==> src/rtl/elevator_scan_controller.sv <==
// Elevator SCAN controller: latches hall/car calls, serves them in the
// current travel direction before reversing, with door dwell, emergency
// stop and power-off handling.
// Optional build macro ELEVATOR_OVERLOAD_HOLD_EN: weight overload holds
// the door open and blocks departure from IDLE.
module elevator_scan_controller #(
    parameter int NUM_FLOORS    = 11,
    parameter int FLOOR_BITS    = 4,
    parameter int TRAVEL_CYCLES = 16,
    parameter int DOOR_CYCLES   = 32
) (
    input  logic                  clock,
    input  logic                  reset,
    input  logic [NUM_FLOORS-1:0] floor_call_buttons,
    input  logic [NUM_FLOORS-1:0] panel_buttons,
    input  logic                  door_open_btn,
    input  logic                  door_close_btn,
    input  logic                  emergency_btn,
    input  logic                  power_switch,
    input  logic                  weight_sensor,
    output logic [NUM_FLOORS-1:0] call_button_lights,
    output logic [NUM_FLOORS-1:0] panel_button_lights,
    output logic [FLOOR_BITS-1:0] current_floor,
    output logic                  door_open,
    output logic                  moving,
    output logic                  up_lamp,
    output logic                  down_lamp,
    output logic                  alarm,
    output logic                  weight_overload_lamp,
    output logic [2:0]            elevator_state
);

    localparam logic [2:0] S_OFF   = 3'd0;
    localparam logic [2:0] S_IDLE  = 3'd1;
    localparam logic [2:0] S_MOVE  = 3'd2;
    localparam logic [2:0] S_DOOR  = 3'd3;
    localparam logic [2:0] S_EMERG = 3'd4;

    localparam logic [7:0] TRAVEL_LAST = 8'(TRAVEL_CYCLES - 1);
    localparam logic [7:0] DOOR_LOAD   = 8'(DOOR_CYCLES);

    logic [2:0]            r_state;
    logic [FLOOR_BITS-1:0] r_floor;
    logic                  r_dir_up;
    logic [NUM_FLOORS-1:0] r_call;
    logic [NUM_FLOORS-1:0] r_panel;
    logic [7:0]            r_travel;
    logic [7:0]            r_door_tmr;
    logic                  r_aborted;   // EMERG entered while the car was travelling

    logic [NUM_FLOORS-1:0] w_pending;
    logic [NUM_FLOORS-1:0] w_above;
    logic [NUM_FLOORS-1:0] w_below;
    logic [NUM_FLOORS-1:0] w_ahead_nf;
    logic [NUM_FLOORS-1:0] w_cur_oh;
    logic [NUM_FLOORS-1:0] w_nf_oh;
    logic [NUM_FLOORS-1:0] w_clr_mask;
    logic [NUM_FLOORS-1:0] w_btn_mask;
    logic [NUM_FLOORS-1:0] w_call_next;
    logic [NUM_FLOORS-1:0] w_panel_next;
    logic [FLOOR_BITS-1:0] w_next_floor;
    logic                  w_pend_cur;
    logic                  w_pend_nf;
    logic                  w_cur_btn;
    logic                  w_dir_any;
    logic                  w_step;
    logic                  w_normal;
    logic                  w_enter_door;
    logic                  w_lights_off;
    logic                  w_can_move;

    assign w_pending    = r_call | r_panel;
    assign w_next_floor = r_dir_up ? (r_floor + FLOOR_BITS'(1)) : (r_floor - FLOOR_BITS'(1));

    // Floor masks relative to the current floor and to the floor one step ahead
    always_comb begin
        w_above    = '0;
        w_below    = '0;
        w_ahead_nf = '0;
        w_cur_oh   = '0;
        w_nf_oh    = '0;
        for (int i = 0; i < NUM_FLOORS; i++) begin
            w_cur_oh[i]   = (FLOOR_BITS'(i) == r_floor);
            w_nf_oh[i]    = (FLOOR_BITS'(i) == w_next_floor);
            w_above[i]    = w_pending[i] & (FLOOR_BITS'(i) > r_floor);
            w_below[i]    = w_pending[i] & (FLOOR_BITS'(i) < r_floor);
            w_ahead_nf[i] = w_pending[i] & (r_dir_up ? (FLOOR_BITS'(i) > w_next_floor)
                                                     : (FLOOR_BITS'(i) < w_next_floor));
        end
    end

    assign w_pend_cur = |(w_pending & w_cur_oh);
    assign w_pend_nf  = |(w_pending & w_nf_oh);
    assign w_cur_btn  = |((floor_call_buttons | panel_buttons) & w_cur_oh);
    // Stepping is only allowed toward a pending floor, so the car never leaves 0..NUM_FLOORS-1
    assign w_dir_any  = r_dir_up ? (|w_above) : (|w_below);
    assign w_step     = (r_state == S_MOVE) && (r_travel == TRAVEL_LAST) && w_dir_any;
    assign w_normal   = power_switch && !emergency_btn;

    assign w_enter_door = w_normal && (((r_state == S_IDLE) && w_pend_cur) || (w_step && w_pend_nf));
    assign w_clr_mask   = w_enter_door ? ((r_state == S_MOVE) ? w_nf_oh : w_cur_oh) : '0;
    // While the door is open at a floor, that floor's buttons are consumed, not latched
    assign w_btn_mask   = (r_state == S_DOOR) ? ~w_cur_oh : '1;
    assign w_lights_off = !power_switch || (r_state == S_OFF);
    assign w_call_next  = w_lights_off ? '0 : ((r_call  | (floor_call_buttons & w_btn_mask)) & ~w_clr_mask);
    assign w_panel_next = w_lights_off ? '0 : ((r_panel | (panel_buttons      & w_btn_mask)) & ~w_clr_mask);

`ifdef ELEVATOR_OVERLOAD_HOLD_EN
    assign w_can_move = !weight_sensor;
`else
    assign w_can_move = 1'b1;
`endif

    // Request latches, position, direction and the controller FSM
    always_ff @(posedge clock) begin
        if (reset) begin
            r_state    <= S_IDLE;
            r_floor    <= '0;
            r_dir_up   <= 1'b1;
            r_call     <= '0;
            r_panel    <= '0;
            r_travel   <= '0;
            r_door_tmr <= '0;
            r_aborted  <= 1'b0;
        end else begin
            r_call  <= w_call_next;
            r_panel <= w_panel_next;
            if (!power_switch) begin
                r_state    <= S_OFF;
                r_travel   <= '0;
                r_door_tmr <= '0;
                r_aborted  <= 1'b0;
            end else if (emergency_btn) begin
                r_state    <= S_EMERG;
                r_travel   <= '0;
                r_door_tmr <= '0;
                if (r_state == S_MOVE)
                    r_aborted <= 1'b1;
                else if (r_state != S_EMERG)
                    r_aborted <= 1'b0;
            end else begin
                case (r_state)
                    S_OFF: r_state <= S_IDLE;
                    S_EMERG: begin
                        r_state   <= S_IDLE;
                        r_aborted <= 1'b0;
                    end
                    S_IDLE: begin
                        if (w_pend_cur) begin
                            r_state    <= S_DOOR;
                            r_door_tmr <= DOOR_LOAD;
                        end else if (w_can_move) begin
                            if (r_dir_up ? (|w_above) : (|w_below)) begin
                                r_state <= S_MOVE;
                            end else if (|w_above) begin
                                r_state  <= S_MOVE;
                                r_dir_up <= 1'b1;
                            end else if (|w_below) begin
                                r_state  <= S_MOVE;
                                r_dir_up <= 1'b0;
                            end
                        end
                    end
                    S_MOVE: begin
                        if (!w_dir_any) begin
                            r_state  <= S_IDLE;
                            r_travel <= '0;
                        end else if (w_step) begin
                            r_travel <= '0;
                            r_floor  <= w_next_floor;
                            if (w_pend_nf) begin
                                r_state    <= S_DOOR;
                                r_door_tmr <= DOOR_LOAD;
                            end else if (!(|w_ahead_nf)) begin
                                r_state <= S_IDLE;
                            end
                        end else begin
                            r_travel <= r_travel + 8'd1;
                        end
                    end
                    S_DOOR: begin
`ifdef ELEVATOR_OVERLOAD_HOLD_EN
                        if (weight_sensor)
                            r_door_tmr <= DOOR_LOAD;
                        else
`endif
                        if (door_open_btn || w_cur_btn)
                            r_door_tmr <= DOOR_LOAD;
                        else if (door_close_btn || (r_door_tmr <= 8'd1)) begin
                            r_state    <= S_IDLE;
                            r_door_tmr <= '0;
                        end else
                            r_door_tmr <= r_door_tmr - 8'd1;
                    end
                    default: r_state <= S_IDLE;
                endcase
            end
        end
    end

    assign call_button_lights   = r_call;
    assign panel_button_lights  = r_panel;
    assign current_floor        = r_floor;
    assign elevator_state       = r_state;
    assign door_open            = (r_state == S_DOOR) || ((r_state == S_EMERG) && !r_aborted);
    assign moving               = (r_state == S_MOVE);
    assign up_lamp              = (r_state == S_MOVE) && r_dir_up;
    assign down_lamp            = (r_state == S_MOVE) && !r_dir_up;
    assign alarm                = (r_state == S_EMERG);
    assign weight_overload_lamp = weight_sensor;

endmodule

==> config.mk <==
export PLATFORM = sky130hd
export DESIGN_NAME = elevator_scan_controller
export DESIGN_NICKNAME = d
export VERILOG_FILES = /design/src/rtl/elevator_scan_controller.sv
export SDC_FILE = /design/constraint.sdc
export NUM_CORES = 1
export LEC_CHECK = 0
export CORE_MARGIN = 2
export CORE_UTILIZATION = 35
export CTS_BUF_LIST = sky130_fd_sc_hd__clkbuf_8 sky130_fd_sc_hd__clkbuf_16
export DETAILED_ROUTE_END_ITERATION = 10
export PLACE_DENSITY = 0.66
export SLEW_MARGIN = 0
export SYNTH_ARGS = -nofsm -noshare
export SYNTH_HDL_FRONTEND = slang
export SYNTH_SLANG_ARGS = --single-unit
==> constraint.sdc <==
create_clock -name clock -period 4.6 [get_ports clock]
set_clock_uncertainty 0.1 [all_clocks]
set_input_delay 0.92 -clock clock [delete_from_list [all_inputs] [get_ports clock]]
set_output_delay 0.92 -clock clock [all_outputs]
set_load 0.05 [all_outputs]
==> flow_summary.ini <==
[setup_path]
critPathLaunchType = register
timing_worst_setup_path_type = register to register
worst_endpoint_required_time_ns = 4.67
crit_path_end_kind = register
crit_path_max_fanout = 20
cp_data_arrival_time_ns = 3.74

[timing]
final.setup.tns_ns = 0
maxSlewHeadroom = 0.355
fmax_ghz = 0.272
final_ws_setup_ns = 0.927
share_of_the_clock_period_used_by_the_worst_path_after_layout = 0.799
tightestPinTransition_ns = 0.966
final_hold_violating_endpoints = 0
max_slew_violations = 0
setup_violations = 0
timing.final.crit_period_ns = 3.67
fin_worst_hold_slack_ns = 0.408
grt_setup_unrepaired = no

[power_and_ir_drop]
netSwitchingPower_w = 0.000330
switching_power_as_a_share_of_total_power = 0.345
cellLeakagePower_nw = 1.60
vdd_ir_drop_max_mv = 0.116
share_clk_of_total_power = 0.311
pwr_density_cell_mw_per_mm2 = 210
sequential_cell_fraction_of_total_power = 0.455
internal_power_contribution_w = 0.000627
power_frac_comb = 0.234

[routing]
drt_iter0_drc = 496
routed_via_density = 6.30
ant_nets = 0
route.detailed.drc = 0
route.vias.total = 4282
number_of_iterations_in_the_first_detailed_routing_pass = 5
postRouteWirelength_mm = 14.2
wl_per_cell_um = 20.9

[finish]
drive_gt1_frac = 0.0919
syn2layout_area_growth_pct = 23.3
finish.utilization = 0.444
final_cell_area_mm2 = 0.00457
num-fill-cells = 1102
total_area_of_multi_input_combinational_cells_mm2 = 0.00260
sequential_cell_area_um2 = 941
insertedDiodeCount = 0
nets = 580

[global_route]
grt_first_pass_wirelength_mm = 22.1
number_of_antenna_violations_at_the_first_check_in_global_routing = 0
grt-ovfl-total = 0
globalRouteMet2Util = 0.405
met1_usage = 0.330
global_route_total_usage_across_every_layer = 0.247
first_global_vias = 4072
grt.busiest_layer = met2
grt_start_max_net_pins = 29
met3_usage = 0.0316

[floorplanning]
floorplan.die_area_mm2 = 0.0114
chipWidth_um = 107
design.portCount = 64
effective_utilization_at_floorplan = 0.360
coreArea_mm2 = 0.0103
core.rowCount = 37
die_h_um = 107

[clocking]
clock_latency_ns = 0.32
cts_num_sinks = 47
cts_made_buffers = 5
ctsLongestPathBuffers = 2
buffer_type_at_the_clock_tree_root = sky130_fd_sc_hd__clkbuf_8
cts_hold_buffers = 0
cts_setup_buffers = 0
clkSlewWorstSetupHoldPaths_ns = 0.11
post_cts_resize_count = 0
cts_max_level = 2
tritoncts = built

[synthesis]
synth_area_per_cell_um2 = 7.65
ys.warnings.count = 0
synth_cells = 484
async_reset_ff_frac = 0
post_synth_num_cell_types = 78
synth_fp_nets = 521
postSynthRegisterBits = 47
netlist_area_mm2 = 0.00370
synth-edff-count = 0
most_instantiated_flip_flop_cell_in_the_synthesis_netlist = sky130_fd_sc_hd__dfxtp_1
seq_area_frac_synth = 0.254

[placement]
place_ws_ns = 0.974
place_congestion = 1.01
postPlaceCellArea_mm2 = 0.00447
number_of_port_buffers = 61
post-dp-hpwl_mm = 10.6

[flow_run]
maxCapViolCount = 0

[hold_path]
hp-class = register to register

[status]
result_of_the_run = finished, final reports clean
## cell families after synthesis
| group | synth area share |
|---|---|
| and+or+nand+nor | 0.301 |
| AOI/OAI and AO/OA | 0.320 |
| DFF | 0.254 |
| buffers and inverters | 0.0466 |
| xor gates and xnor gates | 0.0355 |
| adders and majority gates | 0.0270 |
| muxes | 0.0155 |
## cell type report
class / instances / area share
Tap cell: 136 / 0.0373
Clock inverter: 2 / 0.00356
Clock buffer: 6 / 0.0181
Timing Repair Buffer: 75 / 0.157
Multi-Input combinational cell: 402 / 0.569
Inverter: 12 / 0.00986
Sequential cell: 47 / 0.206
## stage by stage
stage               std cells  power [W]
finish                    680   0.000957
floorplan                 484   0.000575
global placement          672   0.000665
global route              680   0.000982
CTS                       680   0.000955
detailed placement        672   0.000664
## layer usage
layer  wire length (um)  vias up  share of wire
met5                  0        -              0
met4                567        0          0.040
met3               1120       48          0.078
met2               6470      236           0.45
met1               6090     2025           0.43
li1                   -     1973              -
## cell usage in the layout, fill, tap and decap left out, types with 9 or more instances in the layout
cell type,n
sky130_fd_sc_hd__nand3_1,20
sky130_fd_sc_hd__xnor2_1,10
sky130_fd_sc_hd__o21ai_0,26
sky130_fd_sc_hd__dfxtp_1,47
sky130_fd_sc_hd__nor3_1,15
sky130_fd_sc_hd__clkdlybuf4s50_1,61
sky130_fd_sc_hd__o22ai_1,12
sky130_fd_sc_hd__or2_2,10
sky130_fd_sc_hd__a211oi_1,27
sky130_fd_sc_hd__nand2_1,34
sky130_fd_sc_hd__o31ai_1,9
sky130_fd_sc_hd__and2_1,10
sky130_fd_sc_hd__nor2_1,48
sky130_fd_sc_hd__buf_4,14
sky130_fd_sc_hd__inv_1,9
sky130_fd_sc_hd__a21oi_1,42
## sequential cells by signal (all words and copies together), names as in the netlist
register / cells
call_button_lights: 11
current_floor: 4
r_travel: 8
r_aborted: 1
elevator_state: 3
panel_button_lights: 11
r_dir_up: 1
r_door_tmr: 8
## critical path, stage by stage (launching register included)
cell and delay (ns):
sky130_fd_sc_hd__dfxtp_1 0.34, sky130_fd_sc_hd__clkinv_1 0.06, sky130_fd_sc_hd__buf_4 0.18, sky130_fd_sc_hd__ha_1 0.47, sky130_fd_sc_hd__or2_0 0.26, sky130_fd_sc_hd__mux4_2 0.55, sky130_fd_sc_hd__o32a_1 0.36, sky130_fd_sc_hd__a21oi_4 0.19
sky130_fd_sc_hd__nor3_4 0.08, sky130_fd_sc_hd__o32ai_4 0.76, sky130_fd_sc_hd__a211oi_1 0.17
## worst paths after layout
check / from / end / slack [ns] / cells after the start
max: current_floor[0] / call_button_lights[5] / 0.93 / 10
max reg2reg: current_floor[0] / call_button_lights[5] / 0.93 / 10
min: r_door_tmr[1] / r_door_tmr[1] / 0.41 / 2
min reg2reg: r_door_tmr[1] / r_door_tmr[1] / 0.41 / 2
## synth_stat cells (4+ instances only)
master | number | share of area
sky130_fd_sc_hd__nand3b_1 | 7 | 0.014
sky130_fd_sc_hd__or2_2 | 10 | 0.017
sky130_fd_sc_hd__nor2_1 | 48 | 0.049
sky130_fd_sc_hd__nand4_1 | 8 | 0.014
sky130_fd_sc_hd__nor3_1 | 15 | 0.020
sky130_fd_sc_hd__xnor2_1 | 10 | 0.024
sky130_fd_sc_hd__or4_1 | 4 | 0.0081
sky130_fd_sc_hd__nor2b_1 | 4 | 0.0068
sky130_fd_sc_hd__a21oi_1 | 42 | 0.057
sky130_fd_sc_hd__nand2b_1 | 8 | 0.014
sky130_fd_sc_hd__and2_1 | 10 | 0.017
sky130_fd_sc_hd__nor3b_1 | 5 | 0.010
sky130_fd_sc_hd__o31ai_1 | 9 | 0.018
sky130_fd_sc_hd__a22oi_1 | 4 | 0.0081
sky130_fd_sc_hd__o21ai_0 | 26 | 0.035
sky130_fd_sc_hd__buf_6 | 4 | 0.012
sky130_fd_sc_hd__nor4_1 | 6 | 0.010
sky130_fd_sc_hd__nand3_1 | 20 | 0.027
sky130_fd_sc_hd__dfxtp_1 | 47 | 0.25
sky130_fd_sc_hd__xor2_1 | 5 | 0.012
sky130_fd_sc_hd__ha_1 | 8 | 0.027
sky130_fd_sc_hd__a21o_1 | 5 | 0.010
sky130_fd_sc_hd__a211oi_1 | 27 | 0.055
sky130_fd_sc_hd__and4_1 | 4 | 0.0095
sky130_fd_sc_hd__inv_1 | 9 | 0.0091
sky130_fd_sc_hd__clkbuf_1 | 11 | 0.011
sky130_fd_sc_hd__o22ai_1 | 12 | 0.020
sky130_fd_sc_hd__nand2_1 | 34 | 0.034
sky130_fd_sc_hd__buf_2 | 6 | 0.0081
## power groups by stage
| stage | registers, W | clock network (W) | logic, W |
|---|---|---|---|
| final | 0.000436 | 0.000298 | 0.000224 |
| after global routing | 0.000438 | 0.000308 | 0.000237 |
| after CTS | 0.000435 | 0.000299 | 0.000221 |
| after detailed placement | 0.000444 | 0 | 0.000220 |
| after global placement | 0.000444 | 0 | 0.000221 |
| after floorplan | 0.000474 | 0 | 0.000101 |
No activity file was read; power rests on OpenSTA's default activity.
